[src/rtl/app_err_pkg.sv]
// Shared definitions for the approximate-multiplier characterisation blocks:
// FSM state encoding, default widths and a width-generic saturating adder.
package app_err_pkg;

  localparam int unsigned DEF_WIDTH1 = 8;
  localparam int unsigned DEF_WIDTH2 = 8;
  localparam int unsigned DEF_CNT_W  = 16;

  // Working width of sat_add; callers' accumulators must not exceed it.
  localparam int unsigned SAT_W = 64;

  typedef enum logic [1:0] {
    IDLE,
    RUN,
    DRAIN,
    DONE
  } state_e;

  // Unsigned a + b clamped to the all-ones value of a w-bit result.
  function automatic logic [SAT_W-1:0] sat_add(input logic [SAT_W-1:0] a,
                                               input logic [SAT_W-1:0] b,
                                               input int unsigned      w);
    logic [SAT_W:0] s;
    logic [SAT_W:0] lim;
    s = {1'b0, a} + {1'b0, b};
    if (w >= SAT_W) lim = {1'b0, {SAT_W{1'b1}}};
    else            lim = ((SAT_W + 1)'(1) << w) - (SAT_W + 1)'(1);
    return (s > lim) ? lim[SAT_W-1:0] : s[SAT_W-1:0];
  endfunction

endpackage

[src/rtl/app_mult_err_acc_if.sv]
// Sample stream from the multiplier harness: operands, approximate product
// and a valid/ready handshake.
interface app_mult_err_acc_if
  import app_err_pkg::*;
#(
  parameter int unsigned WIDTH1 = DEF_WIDTH1,
  parameter int unsigned WIDTH2 = DEF_WIDTH2
);

  logic                     in_valid;
  logic                     in_ready;
  logic [WIDTH1-1:0]        A;
  logic [WIDTH2-1:0]        B;
  logic [WIDTH1+WIDTH2-1:0] sum;

  modport master (output in_valid, A, B, sum, input in_ready);
  modport slave  (input in_valid, A, B, sum, output in_ready);

endinterface

[src/rtl/app_err_dist.sv]
// Stage S1: registers one operand pair plus approximate product and presents
// the error distance |A*B - sum| with a valid flag on the following cycle.
module app_err_dist
  import app_err_pkg::*;
#(
  parameter int unsigned WIDTH1 = DEF_WIDTH1,
  parameter int unsigned WIDTH2 = DEF_WIDTH2
) (
  input  logic                     clk,
  input  logic                     rst_n,
  input  logic                     load_i,
  input  logic [WIDTH1-1:0]        a_i,
  input  logic [WIDTH2-1:0]        b_i,
  input  logic [WIDTH1+WIDTH2-1:0] sum_i,
  output logic [WIDTH1+WIDTH2-1:0] ed_o,
  output logic                     ed_valid_o
);

  localparam int unsigned PW = WIDTH1 + WIDTH2;

  logic              s1_valid_q;
  logic [WIDTH1-1:0] a_q;
  logic [WIDTH2-1:0] b_q;
  logic [PW-1:0]     sum_q;
  logic [PW-1:0]     exact;

  // NOTE: sequential state uses non-blocking assignments so every register
  // samples pre-edge values; reset is synchronous, tested inside the clocked block.
  always_ff @(posedge clk) begin
    if (!rst_n) s1_valid_q <= 1'b0;
    else        s1_valid_q <= load_i;
  end

  // NOTE: the payload registers carry no reset; they are only observed while
  // s1_valid_q is set, so clearing them would buy nothing.
  always_ff @(posedge clk) begin
    if (load_i) begin
      a_q   <= a_i;
      b_q   <= b_i;
      sum_q <= sum_i;
    end
  end

  // NOTE: every combinational output gets a value on all paths, so no latch.
  always_comb begin
    exact = PW'(a_q) * PW'(b_q);
    ed_o  = (exact >= sum_q) ? (exact - sum_q) : (sum_q - exact);
  end

  assign ed_valid_o = s1_valid_q;

endmodule

[src/rtl/app_mult_err_acc.sv]
// Error-statistics accumulator for the approximate unsigned multiplier: counts
// samples, sums and tracks the maximum error distance over a programmed run.
module app_mult_err_acc
  import app_err_pkg::*;
#(
  parameter int unsigned WIDTH1 = DEF_WIDTH1,
  parameter int unsigned WIDTH2 = DEF_WIDTH2,
  parameter int unsigned CNT_W  = DEF_CNT_W,
  parameter int unsigned ACC_W  = WIDTH1 + WIDTH2 + CNT_W
) (
  input  logic                     clk,
  input  logic                     rst_n,
  input  logic                     start,
  input  logic [CNT_W-1:0]         n_samples,
  app_mult_err_acc_if.slave        smp_if,
  output logic                     busy,
  output logic                     done,
  output logic [ACC_W-1:0]         ed_sum,
  output logic [WIDTH1+WIDTH2-1:0] ed_max,
  output logic [CNT_W-1:0]         err_cnt,
  output logic [CNT_W-1:0]         smp_cnt
);

  localparam int unsigned PW = WIDTH1 + WIDTH2;

  state_e           state_q,   state_d;
  logic [CNT_W-1:0] n_lat_q,   n_lat_d;
  logic [CNT_W-1:0] smp_cnt_q, smp_cnt_d;
  logic [CNT_W-1:0] err_cnt_q, err_cnt_d;
  logic [ACC_W-1:0] ed_sum_q,  ed_sum_d;
  logic [PW-1:0]    ed_max_q,  ed_max_d;

  logic          in_ready_c;
  logic          xfer;
  logic          busy_c;
  logic          done_c;
  logic [PW-1:0] ed;
  logic          ed_valid;

  // Ready depends only on registered state, never on in_valid.
  assign in_ready_c      = (state_q == RUN) && (smp_cnt_q < n_lat_q);
  assign xfer            = in_ready_c && smp_if.in_valid;
  assign smp_if.in_ready = in_ready_c;

  app_err_dist #(
    .WIDTH1 (WIDTH1),
    .WIDTH2 (WIDTH2)
  ) u_dist (
    .clk        (clk),
    .rst_n      (rst_n),
    .load_i     (xfer),
    .a_i        (smp_if.A),
    .b_i        (smp_if.B),
    .sum_i      (smp_if.sum),
    .ed_o       (ed),
    .ed_valid_o (ed_valid)
  );

  always_ff @(posedge clk) begin
    if (!rst_n) begin
      state_q   <= IDLE;
      n_lat_q   <= '0;
      smp_cnt_q <= '0;
      err_cnt_q <= '0;
      ed_sum_q  <= '0;
      ed_max_q  <= '0;
    end else begin
      state_q   <= state_d;
      n_lat_q   <= n_lat_d;
      smp_cnt_q <= smp_cnt_d;
      err_cnt_q <= err_cnt_d;
      ed_sum_q  <= ed_sum_d;
      ed_max_q  <= ed_max_d;
    end
  end

  always_comb begin
    state_d   = state_q;
    n_lat_d   = n_lat_q;
    smp_cnt_d = smp_cnt_q;
    err_cnt_d = err_cnt_q;
    ed_sum_d  = ed_sum_q;
    ed_max_d  = ed_max_q;
    busy_c    = 1'b1;
    done_c    = 1'b0;

    // Stage S2: fold the error distance of the sample held in S1.
    if (ed_valid) begin
      ed_sum_d  = ACC_W'(sat_add(SAT_W'(ed_sum_q), SAT_W'(ed), ACC_W));
      err_cnt_d = err_cnt_q + CNT_W'(ed != '0);
      if (ed > ed_max_q) ed_max_d = ed;
    end

    unique case (state_q)
      IDLE: begin
        busy_c = 1'b0;
        if (start) begin
          n_lat_d   = n_samples;
          smp_cnt_d = '0;
          err_cnt_d = '0;
          ed_sum_d  = '0;
          ed_max_d  = '0;
          state_d   = (n_samples == '0) ? DONE : RUN;
        end
      end
      RUN: begin
        if (xfer) begin
          smp_cnt_d = smp_cnt_q + CNT_W'(1);
          if (smp_cnt_d == n_lat_q) state_d = DRAIN;
        end
      end
      // S1 holds exactly the final sample here; it accumulates on this edge.
      DRAIN: state_d = DONE;
      DONE: begin
        done_c  = 1'b1;
        state_d = IDLE;
      end
      default: state_d = IDLE;
    endcase
  end

  assign busy    = busy_c;
  assign done    = done_c;
  assign ed_sum  = ed_sum_q;
  assign ed_max  = ed_max_q;
  assign err_cnt = err_cnt_q;
  assign smp_cnt = smp_cnt_q;

endmodule

[src/flat_wrapper.sv]
// flat-port wrapper written by rule: the top's interface ports become plain ports
module app_mult_err_acc_flat import app_err_pkg::*;
#(
  parameter int unsigned WIDTH1 = DEF_WIDTH1,
  parameter int unsigned WIDTH2 = DEF_WIDTH2,
  parameter int unsigned CNT_W  = DEF_CNT_W,
  parameter int unsigned ACC_W  = WIDTH1 + WIDTH2 + CNT_W
)
  (clk, rst_n, start, n_samples, busy, done, ed_sum, ed_max, err_cnt, smp_cnt, smp_if_in_valid, smp_if_A, smp_if_B, smp_if_sum, smp_if_in_ready);
  app_mult_err_acc_if #(.WIDTH1(WIDTH1), .WIDTH2(WIDTH2)) smp_if_i ();
  input  logic clk;
  input  logic rst_n;
  input  logic start;
  input  logic [CNT_W-1:0] n_samples;
  output logic busy;
  output logic done;
  output logic [ACC_W-1:0] ed_sum;
  output logic [WIDTH1+WIDTH2-1:0] ed_max;
  output logic [CNT_W-1:0] err_cnt;
  output logic [CNT_W-1:0] smp_cnt;
  input wire logic [$bits(smp_if_i.in_valid)-1:0] smp_if_in_valid;
  input wire logic [$bits(smp_if_i.A)-1:0] smp_if_A;
  input wire logic [$bits(smp_if_i.B)-1:0] smp_if_B;
  input wire logic [$bits(smp_if_i.sum)-1:0] smp_if_sum;
  output wire logic [$bits(smp_if_i.in_ready)-1:0] smp_if_in_ready;
  assign smp_if_i.in_valid = smp_if_in_valid;
  assign smp_if_i.A = smp_if_A;
  assign smp_if_i.B = smp_if_B;
  assign smp_if_i.sum = smp_if_sum;
  assign smp_if_in_ready = smp_if_i.in_ready;
  app_mult_err_acc #(.WIDTH1(WIDTH1), .WIDTH2(WIDTH2), .CNT_W(CNT_W), .ACC_W(ACC_W)) u_core (.clk(clk), .rst_n(rst_n), .start(start), .n_samples(n_samples), .smp_if(smp_if_i), .busy(busy), .done(done), .ed_sum(ed_sum), .ed_max(ed_max), .err_cnt(err_cnt), .smp_cnt(smp_cnt));
endmodule
[config.mk]
export PLATFORM = sky130hd
export DESIGN_NAME = app_mult_err_acc_flat
export DESIGN_NICKNAME = d
export VERILOG_FILES = /design/src/rtl/app_err_pkg.sv /design/src/rtl/app_mult_err_acc_if.sv /design/src/rtl/app_err_dist.sv /design/src/rtl/app_mult_err_acc.sv /design/src/flat_wrapper.sv
export SDC_FILE = /design/constraint.sdc
export NUM_CORES = 1
export LEC_CHECK = 0
export ABC_AREA = 1
export CORE_ASPECT_RATIO = 1.1
export CORE_MARGIN = 2
export CORE_UTILIZATION = 53
export CTS_CLUSTER_SIZE = 28
export DETAILED_ROUTE_END_ITERATION = 16
export PLACE_DENSITY = 0.8
export SYNTH_ARGS = -nofsm -noshare
export SYNTH_HDL_FRONTEND = slang
export SYNTH_SLANG_ARGS = --single-unit
[constraint.sdc]
create_clock -name clk -period 9.1 [get_ports clk]
set_input_delay 1.82 -clock clk [delete_from_list [all_inputs] [get_ports clk]]
set_output_delay 1.82 -clock clk [all_outputs]
set_load 0.01 [all_outputs]
==> reports/qor.yml, run 1 <==
fill_cells: 2018
drv_cap: 0
worstSetupEndpoint: "u_core.ed_sum[30]"
setup_violations: 0
ys_seq_elements: 131
fmax_ghz: 0.121
grt_use_met3: 0.0415
crit_arrival_ps: 8630
first_iter_violations: 770
die_area_mm2: 0.0234
syn_nets: 1906
cts_tree: "done"
startpoint: "u_core.u_dist.a_q[1]"
vias: 11300
synth_cells: 1692
r2r_cells: 37
path_class: "register to register"
path_delay_family: "adder cells"
numCtsBuffers: 17
cts_resized: 0
port_buffers: 134
grt_max_degree: 59
r2r-start: "u_core.u_dist.a_q[1]"
crit_fanout: 28
clockBufferDepth: 2
use_met1: 0.324
relSlewSlack: 0.303
yosysTopAreaCellShare: 0.168
fin_crit_sh: 0.907
worstReg2RegEnd: "u_core.ed_sum[30]"
required_ps: 9480
yosysMostFrequentCell: "nand2_1"
worst_setup_path_end_kind: "register"
finalWeightedCongestion: 0.948
final_max_slew_viol_count: 0
start_kind: "register"
path_depth: 37
synth_edf_count: 32
post_cts_buffers: 0
worst_slew_pin_slew_ps: 1040
hp-class: "register to register"
die_h_um: 160
grt_use_total: 0.259
grt_overflow: 0
final_net_count: 2008
dieWidth_um: 146
ys_top_cells_by_area: "dfxtp_1 (17%), ha_1 (13%), nand2_1 (11%), inv_1 (10%), edfxtp_1 (8.2%)"
finalSetupTns_ps: 0
drive_above_1_share: 0.0465
grt_setup_unrepaired: "false"
wire_per_inst_um: 14.4
diodes: 0
seq_area_frac_synth: 0.250
drc: 0
io_pins: 135
synth-main-ff-cell: "dfxtp_1"
met2_usage: 0.456
avgSynthCellArea_um2: 6.96
grt.busiest_layer: "met2"
ys_warn_count: 0
synth_area_mm2: 0.0118
drt-total-wl_um: 30200
cts_root_buffer: "clkbuf_16"
synth-async-reset-ratio: 0
max_stage_delay_ps: 540
clkLatencyLatePin_ps: 430
worst-r2r-setup-slack_ps: 850
slowest_stage: "fa_1"
status: "finished clean"
worst-path-buf-inv: 8
antenna_found_initial: 0
cts_sinks: 131
synth_top_area_cell: "dfxtp_1"
synth_commonest_cells: "nand2_1 (343), inv_1 (313), a21oi_1 (136), nor2_1 (128), ha_1 (123)"
start_util: 0.536
ys_types: 48
path_clk_slew_ps: 70
ant_nets: 0
hold_buffers: 0
rows: 57
dp_hpwl_um: 23600
fin_crit_ps: 8250
first_pass_iters: 6
area_delta_synth_final_pct: 17.8
htreeDepth: 4
viasPerCell: 5.35
finClkSkew_ps: 13.3
grt_pass1_wl_um: 50300
final_hold_viol_count: 0
core_area_mm2: 0.0220
path_common_cell: "inv_1"
grt_pass1_vias: 10700
stage by stage:
| step | util | area (µm²) | setup WS (ps) | hold WS [ps] | std cells |
|---|---|---|---|---|---|
| finish | 0.631 | 13900 | 847 | 493 | 2102 |
| global route | 0.631 | 13900 | 190 | 528 | 2102 |
| CTS | 0.631 | 13900 | 902 | 498 | 2102 |
| detailed placement | 0.604 | 13300 | 1000 | 488 | 2070 |
| global placement | 0.604 | 13300 | 1270 | 479 | 2070 |
| floorplan | - | 11800 | 2000 | 457 | 1692 |
final cells by class:
type | count | area, µm² | area share
clock buffer | 20 | 468 | 0.0337
clock inverter | 12 | 141 | 0.0102
inverter | 319 | 1200 | 0.0863
multi-input combinational | 1188 | 7390 | 0.533
sequential | 131 | 2940 | 0.212
tap | 295 | 369 | 0.0266
timing repair buffer | 137 | 1360 | 0.0983
how the worst min path moves through the flow:
stage / from / end / cells after the start
after floorplan: u_core.n_lat_q[0] / u_core.n_lat_q[0] / 2
after global placement: u_core.n_lat_q[1] / u_core.n_lat_q[1] / 2
after detailed placement: u_core.n_lat_q[4] / u_core.n_lat_q[4] / 2
after CTS: u_core.ed_max[1] / u_core.ed_max[1] / 2
after global routing: u_core.n_lat_q[4] / u_core.n_lat_q[4] / 2
final: u_core.n_lat_q[4] / u_core.n_lat_q[4] / 2
layer usage:
metal	wire (µm)	up-vias
met4	808	0
met5	0	-
met2	14600	373
met3	1780	59
li1	-	5618
met1	13000	5202
cells by family after synthesis:
| kind of cell | synth area share |
|---|---|
| AO/OA/AOI/OAI | 0.141 |
| XOR/XNOR | 0.0439 |
| adder cells (fa/ha/maj) | 0.197 |
| buffers and inverters | 0.123 |
| flip-flops | 0.250 |
| AND/OR/NAND/NOR | 0.245 |
cell usage in the layout, fill, tap and decap left out, types with 3 or more instances in the layout:
cell type        Yosys  layout
nand2_1            343     343
inv_1              313     313
a21oi_1            136     136
clkdlybuf4s50_1      0     134
nor2_1             128     126
ha_1               123     123
nand3_1            106     106
o21ai_0            104     104
dfxtp_1             99      98
xor2_1              46      46
fa_1                39      39
edfxtp_1            32      32
nor3_1              22      22
nand4_1             18      18
clkbuf_16            0      18
nand2_2             17      17
xnor2_1             13      13
a31oi_1             13      13
o21bai_1            12      12
nor4_1               9       9
nor2_2               6       7
o211ai_1             7       7
o21a_1               7       7
o21ai_1              5       5
inv_2                5       5
a21o_1               5       5
inv_6                0       5
a21oi_2              4       4
nor2_4               2       3
o21ai_2              3       3
clkinv_4             0       3
buf_4                2       3
registers in the layout (all words and copies together), names as in the netlist:
signal                    cells
u_core.u_dist.a_q             8
u_core.state_q                2
u_core.u_dist.sum_q          16
u_core.u_dist.b_q             8
u_core.smp_cnt               16
u_core.err_cnt               16
u_core.ed_sum                32
u_core.n_lat_q               16
u_core.u_dist.ed_valid_o      1
u_core.ed_max                16
worst min-delay path, stage by stage (launching register included):
cell,delay (ps)
dfxtp_1,320
inv_1,70
a21oi_1,50
Power of run 1 is not shown: default switching activity piles up to over one toggle a cycle in this logic, so the estimate is an artifact.
==> run 2: changes to the inputs <==
Settings changed: ABC_AREA 1 to 0, CORE_ASPECT_RATIO 1.1 to 0.6, GPL_TIMING_DRIVEN set to 0, PLACE_DENSITY 0.8 to 0.81.
==> reports/qor.yml, run 2 <==
drt-total-wl_um: 30500
synth-main-ff-cell: "dfxtp_1"
r2r_cells: 36
io_pins: 135
final_hold_viol_count: 0
syn_nets: 1436
path_class: "register to register"
grt_pass1_wl_um: 47500
drc: 0
ys_warn_count: 0
crit_arrival_ps: 9080
clockBufferDepth: 2
status: "finished clean"
grt_pass1_vias: 8932
numCtsBuffers: 17
ys_types: 76
avgSynthCellArea_um2: 8.76
hp-class: "register to register"
dieWidth_um: 187
first_pass_iters: 8
synth_edf_count: 32
crit_fanout: 7
vias: 9743
path_depth: 36
finClkSkew_ps: 9.57
grt_overflow: 0
postLayoutCoreUtil: 0.680
fmax_ghz: 0.114
largest_reg_flops: 32
worst-r2r-setup-slack_ps: 330
start_kind: "register"
path_clk_slew_ps: 60
port_buffers: 134
cts_tree: "done"
final_max_slew_viol_count: 0
dp_hpwl_um: 22500
start_util: 0.537
die_area_mm2: 0.0214
diodes: 0
fill_cells: 1593
core_area_mm2: 0.0199
worst-path-buf-inv: 6
required_ps: 9410
viasPerCell: 5.76
final_net_count: 1620
setup_violations: 0
area_delta_synth_final_pct: 26.5
cts_sinks: 131
ys_top_cells_by_area: "dfxtp_1 (19%), ha_1 (14%), edfxtp_1 (9.0%), fa_1 (7.3%), inv_1 (4.7%)"
synth_cells: 1222
antenna_found_initial: 0
cts_root_buffer: "clkbuf_16"
worst_slew_pin_slew_ps: 830
fin_crit_sh: 0.964
fin_crit_ps: 8770
synth_commonest_cells: "inv_1 (135), ha_1 (123), dfxtp_1 (99), nand2_1 (94), a21oi_1 (90)"
startpoint: "u_core.u_dist.b_q[4]"
slowest_stage: "fa_1"
drive_above_1_share: 0.102
clkLatencyLatePin_ps: 440
yosysMostFrequentCell: "inv_1"
ant_nets: 0
relSlewSlack: 0.446
ys_seq_elements: 131
worstSetupEndpoint: "u_core.ed_sum[25]"
r2r-start: "u_core.u_dist.b_q[4]"
seq_area_frac_synth: 0.275
grt_use_total: 0.281
worstReg2RegEnd: "u_core.ed_sum[25]"
yosysTopAreaCellShare: 0.185
grt_max_degree: 34
first_iter_violations: 904
drv_cap: 0
path_delay_family: "compound AO/OA/AOI/OAI gates"
synth_area_mm2: 0.0107
die_h_um: 114
htreeDepth: 4
path_common_cell: "fa_1"
finalWeightedCongestion: 0.930
worst_setup_path_end_kind: "register"
max_stage_delay_ps: 540
wire_per_inst_um: 18.0
rows: 40
hold_buffers: 0
layout_common_cells: "inv_1 (134), clkdlybuf4s50_1 (134), ha_1 (117)"
synth_top_area_cell: "dfxtp_1"
synth-async-reset-ratio: 0
[run 2: how the worst min path moves through the flow]
| stage | startpoint | to | slack [ps] | cells after the start |
|---|---|---|---|---|
| floorplan | u_core.n_lat_q[0] | u_core.n_lat_q[0] | 440 | 2 |
| global placement | u_core.n_lat_q[0] | u_core.n_lat_q[0] | 490 | 2 |
| detailed placement | u_core.n_lat_q[0] | u_core.n_lat_q[0] | 490 | 2 |
| CTS | u_core.err_cnt[12] | u_core.err_cnt[12] | 520 | 2 |
| global route | u_core.n_lat_q[5] | u_core.n_lat_q[5] | 540 | 2 |
| finish | u_core.err_cnt[12] | u_core.err_cnt[12] | 520 | 2 |
[run 2: worst min-delay path, cell delays in order (launching register included)]
cell	delay, ps
dfxtp_1	330
o21ai_0	80
a21oi_1	60
[run 2: timing repair]
item	in CTS	in global routing
pin swaps	4	21
gates resized for setup	6	45
buffers inserted	6	25
setup endpoints to repair	32	53
[run 2: stage by stage]
| stage | setup TNS [ps] | hold WS, ps | cells | setup WS (ps) | cell area, µm² |
|---|---|---|---|---|---|
| detailed placement | -5340 | 487 | 1629 | -302 | 12400 |
| global placement | -274 | 487 | 1629 | -34.0 | 12400 |
| finish | 0 | 518 | 1691 | 327 | 13500 |
| CTS | 0 | 516 | 1666 | 6.01 | 13100 |
| global route | -26.3 | 543 | 1691 | -26.3 | 13500 |
| floorplan | 0 | 440 | 1222 | 1060 | 10700 |
[run 2: area by class of cell]
class | instances | area, µm² | share of cell area
Multi-Input combinational cell | 916 | 7330 | 0.542
Timing Repair Buffer | 165 | 1590 | 0.117
Sequential cell | 131 | 2940 | 0.217
Clock buffer | 23 | 489 | 0.0361
Clock inverter | 8 | 121 | 0.00897
Buffer | 39 | 211 | 0.0156
Inverter | 136 | 510 | 0.0377
Tap cell | 273 | 342 | 0.0252
[run 2: logic make-up after synthesis]
kind of cell / synth area share
xor+xnor: 0.0638
compound gates: 0.171
fa+ha+maj: 0.217
mux: 0.0276
simple gates: 0.180
buf+inv: 0.0662
flops: 0.275
[run 2: routing by layer]
layer	share of wire	GRT usage
met3	0.099	0.0732
met2	0.41	0.385
met4	0.017	0.0772
met1	0.48	0.432
met5	0	0
Power of run 2 is left out for the same reason.
==> run 3: changes to the inputs <==
Settings changed: CORE_UTILIZATION 53 to 55, PLACE_DENSITY 0.81 to 0.83.
==> reports/qor.yml, run 3 (synthesis gave the netlist of run 2 again) <==
io_pins: 135
drc: 0
die_h_um: 112
first_iter_violations: 901
cts_tree: "done"
die_area_mm2: 0.0206
drive_above_1_share: 0.0943
fin_crit_sh: 0.982
status: "finished clean"
grt_pass1_wl_um: 47400
drv_cap: 0
relSlewSlack: 0.504
clockBufferDepth: 2
final_max_slew_viol_count: 0
setup_violations: 0
dp_hpwl_um: 22500
startpoint: "u_core.u_dist.b_q[4]"
fmax_ghz: 0.112
htreeDepth: 4
fin_crit_ps: 8930
ant_nets: 0
core_area_mm2: 0.0190
multi_input_area_mm2: 0.00726
cts_root_buffer: "clkbuf_16"
clkLatencyLatePin_ps: 440
cts_sinks: 131
path_class: "register to register"
numCtsBuffers: 17
port_buffers: 134
worst-r2r-setup-slack_ps: 170
max_stage_delay_ps: 550
slowest_stage: "fa_1"
dieWidth_um: 184
r2r_cells: 34
area_delta_synth_final_pct: 25.5
worstHoldPathCells: 2
grt_max_degree: 34
crit_arrival_ps: 9230
r2r-start: "u_core.u_dist.b_q[4]"
layout_common_cells: "inv_1 (134), clkdlybuf4s50_1 (134), ha_1 (120)"
fill_cells: 1360
grt_use_total: 0.292
rows: 39
start_kind: "register"
path_clk_slew_ps: 60
worstReg2RegEnd: "u_core.ed_sum[27]"
start_util: 0.562
final_net_count: 1611
finalWeightedCongestion: 0.923
finClkSkew_ps: 10.6
hp-class: "register to register"
largest_reg_flops: 32
first_pass_iters: 6
worst_setup_path_end_kind: "register"
vias: 9822
diodes: 0
wire_per_inst_um: 18.7
worst_slew_pin_slew_ps: 735
register_area_mm2: 0.00294
drt-total-wl_um: 30900
worstSetupEndpoint: "u_core.ed_sum[27]"
path_common_cell: "fa_1"
stdcell_count: 1656
viasPerCell: 5.93
required_ps: 9390
hold_buffers: 0
grt_pass1_vias: 9120
dp_cells: 1602
crit_fanout: 8
antenna_found_initial: 0
final_hold_viol_count: 0
grt_overflow: 0
-- run 3: how the worst min path moves through the flow --
stage | from | endpoint | slack, ps
after floorplan | u_core.n_lat_q[0] | u_core.n_lat_q[0] | 440
after global placement | u_core.err_cnt[12] | u_core.err_cnt[12] | 490
after detailed placement | u_core.err_cnt[12] | u_core.err_cnt[12] | 500
after CTS | u_core.n_lat_q[0] | u_core.n_lat_q[0] | 500
after global routing | u_core.n_lat_q[0] | u_core.n_lat_q[0] | 540
final | u_core.err_cnt[14] | u_core.err_cnt[14] | 500
-- run 3: cell type report --
| cell class | count | area share |
|---|---|---|
| Buffer | 39 | 0.0157 |
| Clock buffer | 23 | 0.0395 |
| Clock inverter | 9 | 0.0101 |
| Inverter | 136 | 0.0380 |
| Multi-Input combinational cell | 916 | 0.540 |
| Sequential cell | 131 | 0.219 |
| Tap cell | 246 | 0.0229 |
| Timing Repair Buffer | 156 | 0.115 |
-- run 3: worst max-delay path: cells and delay by family, from the launching register on --
family,cells,cell delay (ps)
flip-flops,1,520
adder cells (fa/ha/maj),7,3050
multiplexers,1,280
AND/OR/NAND/NOR,6,1090
buffers and inverters,5,490
XOR/XNOR,2,450
AO/OA/AOI/OAI,13,2910
-- run 3: metrics by stage --
step                utilization  hold WS (ps)  setup TNS [ps]  setup WS (ps)  instance area [µm²]
global route              0.706           537           -1750           -141                13400
global placement          0.649           486           -19.4          -19.4                12400
CTS                       0.687           505               0           38.1                13100
detailed placement        0.649           501           -1370           -134                12400
floorplan                     -           440               0           1060                10700
finish                    0.706           501               0            166                13400
-- run 3: metal layers --
layer | part of all wire | wire length, µm | up-vias | GRT usage
met1 | 0.46 | 14300 | 4645 | 0.441
met4 | 0.016 | 504 | 0 | 0.0656
met5 | 0 | 0 | - | 0
met2 | 0.41 | 12700 | 540 | 0.412
met3 | 0.11 | 3460 | 47 | 0.0795
li1 | - | - | 4590 | -
-- run 3: timing repair --
action                     in CTS  in global routing
resized for setup               2                 40
pin swaps                       3                 17
buffers inserted                4                 17
setup endpoints to repair      25                 52
Power of run 3 is left out for the same reason.
